<file path="src/rtl/if_pkg.sv">
// if_pkg: shared types for the instruction-fetch stage.
package if_pkg;
  localparam int PC_W = 9;
  typedef logic [PC_W-1:0] pc_t;
  typedef enum logic [1:0] {SEL_HOLD, SEL_ABS, SEL_REL, SEL_INC} next_sel_e;
endpackage

</file>
<file path="src/rtl/pc_next_logic.sv">
// pc_next_logic: combinational next-PC selection (Halt > Branch > BranchRel > increment).
// Relative branching is built only when IF_REL_BRANCH_EN is defined.
module pc_next_logic
  import if_pkg::*;
#(
  parameter int PC_W = if_pkg::PC_W
) (
  input  logic [PC_W-1:0] pc,
  input  logic            halt,
  input  logic            branch,
`ifdef IF_REL_BRANCH_EN
  input  logic            branch_rel,
  input  logic            alu_flag,
`endif
  input  logic [PC_W-1:0] target,
  output next_sel_e       sel,
  output logic [PC_W-1:0] pc_next
);
`ifdef IF_REL_BRANCH_EN
  assign sel = halt ? SEL_HOLD : branch ? SEL_ABS : (branch_rel && alu_flag) ? SEL_REL : SEL_INC;
`else
  assign sel = halt ? SEL_HOLD : branch ? SEL_ABS : SEL_INC;
`endif
  // Two's-complement Target makes a plain modulo add cover backward jumps.
  always_comb begin
    pc_next = sel == SEL_HOLD ? pc :
              sel == SEL_ABS  ? target :
              sel == SEL_REL  ? pc + target : pc + PC_W'(1);
  end
endmodule

</file>
<file path="src/rtl/instr_fetch.sv">
// instr_fetch: program counter register with async active-low Init and Halt freeze.
// Optional relative branch via IF_REL_BRANCH_EN (adds BranchRel, AluFlag).
module instr_fetch
  import if_pkg::*;
#(
  parameter int              PC_W     = if_pkg::PC_W,
  parameter logic [PC_W-1:0] RESET_PC = '0
) (
  input  logic            clk,
  input  logic            Init,
  input  logic            Halt,
  input  logic            Branch,
`ifdef IF_REL_BRANCH_EN
  input  logic            BranchRel,
  input  logic            AluFlag,
`endif
  input  logic [PC_W-1:0] Target,
  output logic [PC_W-1:0] PC,
  output logic            Halted
);
  next_sel_e       sel;
  logic [PC_W-1:0] pc_next;
  pc_next_logic #(.PC_W(PC_W)) u_next (
    .pc(PC),
    .halt(Halt),
    .branch(Branch),
`ifdef IF_REL_BRANCH_EN
    .branch_rel(BranchRel),
    .alu_flag(AluFlag),
`endif
    .target(Target),
    .sel(sel),
    .pc_next(pc_next)
  );
  always_ff @(posedge clk or negedge Init) begin
    if (!Init) begin
      PC     <= RESET_PC;
      Halted <= 1'b0;
    end else begin
      PC     <= pc_next;
      Halted <= sel == SEL_HOLD;
    end
  end
endmodule

</file>
<file path="config.mk">
export PLATFORM = sky130hd
export DESIGN_NAME = instr_fetch
export DESIGN_NICKNAME = d
export VERILOG_FILES = /design/src/rtl/if_pkg.sv /design/src/rtl/pc_next_logic.sv /design/src/rtl/instr_fetch.sv
export SDC_FILE = /design/constraint.sdc
export NUM_CORES = 1
export LEC_CHECK = 0
export ABC_AREA = 1
export ABC_CLOCK_PERIOD_IN_PS = 4400
export CAP_MARGIN = 40
export CORE_MARGIN = 2
export CORE_UTILIZATION = 45
export CTS_CLUSTER_SIZE = 10
export DETAILED_ROUTE_END_ITERATION = 12
export PLACE_DENSITY = 0.75
export SKIP_CTS_REPAIR_TIMING = 1
export SLEW_MARGIN = 30
export SYNTH_ARGS = -nofsm -noshare
export SYNTH_HDL_FRONTEND = slang
export SYNTH_SLANG_ARGS = --single-unit
export TNS_END_PERCENT = 5
</file>
<file path="constraint.sdc">
create_clock -name clk -period 4.4 [get_ports clk]
set_input_delay 0.88 -clock clk [delete_from_list [all_inputs] [get_ports clk]]
set_output_delay 0.88 -clock clk [all_outputs]
set_load 0.005 [all_outputs]
</file>
==> flow_metrics.py <==
metrics = {
    "drt": {
        "drc": 0,
        "via_per_inst": 4.76,
        "drt_iter0_drc": 24,
        "drtAntennaViolNets": 0,
        "first_pass_iters": 4,
        "wl_per_cell_um": 10.5,
        "wl_mm": 1.95,
        "via_count": 885,
    },
    "timing": {
        "tightest_slew_ps": 503,
        "fin_crit_sh_pct": 47.0,
        "slew_headroom_pct": 66.4,
        "setup_viol": 0,
        "finalHoldViolations": 0,
        "min_period_ps": 2070,
        "fin_tns_setup_ps": 0,
        "slew_violations": 0,
        "fmax_mhz": 483,
        "fin_skew_ps": 0.762,
        "setup_slack_ps": 2330,
        "rsz0062_at_grt": "false",
    },
    "critical_path": {
        "cp_cell_sequence": "clkdlybuf4s50_1 > inv_1 > nand2_1 > nand3_1 > nand2_1 > nand2_1",
        "crit_path_end_kind": "flip-flop",
        "reg2reg_from": "PC[0]",
        "r2r-end": "PC[8]",
        "crit_top_cell": "nand2_1",
        "critPathMaxStageDelay_ps": 780,
        "critical-path-slowest-cell": "clkdlybuf4s50_1",
        "critical_path_class": "input port to flip-flop",
        "cp.arrival_ps": 2240,
        "startpoint_type": "input port",
        "r2r_cells": 11,
        "cp_max_fo": 16,
        "reg2reg_slack_ps": 2620,
        "required_ps": 4570,
    },
    "place": {
        "port_buffers": 22,
        "place_ws_ps": 2070,
        "gp_congestion": 0.830,
        "place_area_mm2": 0.00113,
        "hpwlAfterDp_mm": 1.60,
    },
    "logic_synthesis": {
        "synth_area_leaders": "dfrtp_1 29%, nand2_1 19%, ha_1 11%",
        "ys_ff_latch": 10,
        "synthesis.area_um2": 872,
        "synth-adder-area-share_pct": 13.8,
        "yosys.area_share.xor_xnor_pct": 2.01,
        "syn_inst": 132,
        "synth-simple-area-share_pct": 37.4,
        "muxShareOfSynthArea_pct": 0,
        "postSynthAreaPerCell_um2": 6.61,
        "synth_cell_types": 23,
        "synth_top_area_share_pct": 28.7,
        "synth_top_family_by_area": "simple AND/OR/NAND/NOR gates",
        "synth-compound-area-share_pct": 7.60,
        "yosys.area.top_type": "dfrtp_1",
        "yosysSeqAreaShare_pct": 28.7,
        "synth_warnings": 0,
    },
    "flow_run": {
        "max_cap_violations": 0,
    },
    "grt": {
        "grt_antenna_before_repair": 0,
        "grt_overflow": 0,
        "grt_pass1_vias": 758,
        "grt_first_pass_wirelength_mm": 3.11,
        "grt_usage_pct": 20.1,
        "grt_max_degree": 17,
    },
    "power": {
        "p_sw_share_pct": 39.6,
        "leakage_nw": 0.605,
        "power.density_mw_per_mm2": 365,
        "ir_worst_vdd_uv": 196,
        "power.switching_w": 0.000166,
        "clockPowerShare_pct": 15.3,
        "combPwrFrac_pct": 54.3,
        "p_int_w": 0.000254,
        "p_seq_share_pct": 30.5,
    },
    "layout": {
        "antenna_cells": 0,
        "nets": 185,
        "layout_common_cells": "44 x nand2_1, 22 x clkdlybuf4s50_1, 17 x nor2_1",
        "seq_area_um2": 250,
        "fillers": 176,
        "drive_gt1_share_pct": 4.97,
        "final_area_mm2": 0.00115,
        "layout_commonest_cell": "nand2_1",
        "syn2layout_area_growth_pct": 32.1,
        "multiInputGateArea_um2": 564,
    },
    "floorplanning": {
        "initial_core_util_pct": 48.9,
        "die_h_um": 48.0,
        "die_area_mm2": 0.00231,
        "ios": 23,
        "num_rows": 15,
        "die_w_um": 48.0,
        "core_mm2": 0.00178,
    },
    "run_status": {
        "status": "complete, no violations",
    },
    "clock_tree": {
        "clkLatencyLatePin_ps": 270,
        "cts_tree": "yes",
        "cts-htree-levels": 1,
        "cts_inserted_buffers": 3,
        "cts_sinks": 10,
        "clkSlewWorstSetupHoldPaths_ps": 60,
        "root_buffer": "clkbuf_4",
        "clockBufferDepth": 2,
    },
    "min_path": {
        "hp-class": "flip-flop to flip-flop",
        "hold_end": "PC[7]",
        "hp-start": "PC[7]",
        "min_path_cells": 2,
    },
}
==> worst max-delay path, delay by kind of cell <==
| family | cells | cell delay, ps |
|---|---|---|
| AND/OR/NAND/NOR | 4 | 370 |
| buffers and inverters | 2 | 980 |
==> per-stage QoR <==
stage,total power (W),instances,hold slack (ps),utilization [%]
final,0.000420,186,529,64.6
after floorplan,0.000276,139,500,-
after global placement,0.000348,183,511,63.4
after detailed placement,0.000352,183,517,63.4
after CTS,0.000416,186,533,64.6
after global routing,0.000457,186,562,64.6
==> metal layers <==
layer	vias up	global-route usage (%)	wire, um
li1	464	-	-
met2	34	31.2	908
met5	-	0	0
met4	0	9.73	27
met3	4	4.53	106
met1	383	26.3	907
==> kinds of logic after synthesis <==
group,count (synthesis)
AO/OA/AOI/OAI,11
XOR/XNOR,2
adder cells (fa/ha/maj),9
buffers and inverters,20
flip-flops,10
other,2
AND/OR/NAND/NOR,78
==> power by group through the flow <==
stage / Clock [W] / Sequential (W) / Combinational (W)
floorplan: 0 / 0.000128 / 0.000148
global placement: 0 / 0.000130 / 0.000218
detailed placement: 0 / 0.000130 / 0.000222
CTS: 0.0000648 / 0.000129 / 0.000223
global route: 0.0000684 / 0.000131 / 0.000258
finish: 0.0000642 / 0.000128 / 0.000228
==> Yosys cell counts <==
cell type  instances
a21oi_1            8
a21oi_4            1
buf_2              1
buf_6              1
clkbuf_1           1
conb_1             2
dfrtp_1           10
fa_1               1
ha_1               8
inv_1             16
inv_2              1
nand2_1           44
nand2_2            1
nand3_1           11
nand3b_1           2
nor2_1            17
o21ai_0            1
o21ai_1            1
or2_1              1
or2_2              1
or2_4              1
xnor2_1            1
xor2_1             1
==> final cells by class <==
class	instances	share of cell area, %
clock buffers	3	1.95
inverters	17	5.54
multi-input cells	109	49.0
flip-flops and latches	10	21.7
well taps	25	2.71
repair buffers	22	19.1
==> worst max path at each step <==
stage	startpoint	end	slack, ps
after detailed placement	Halt	PC[7]	2070
after global placement	Halt	PC[7]	2140
after CTS	PC[5]	PC[5]	2330
after floorplan	PC[0]	PC[8]	2840
final	Halt	PC[7]	2330
after global routing	Halt	PC[7]	2180
==> sequential cells by signal, summed over array words and instances (netlist names) <==
signal / flops
Halted: 1
PC: 9
(Power assumes the default switching activity.)
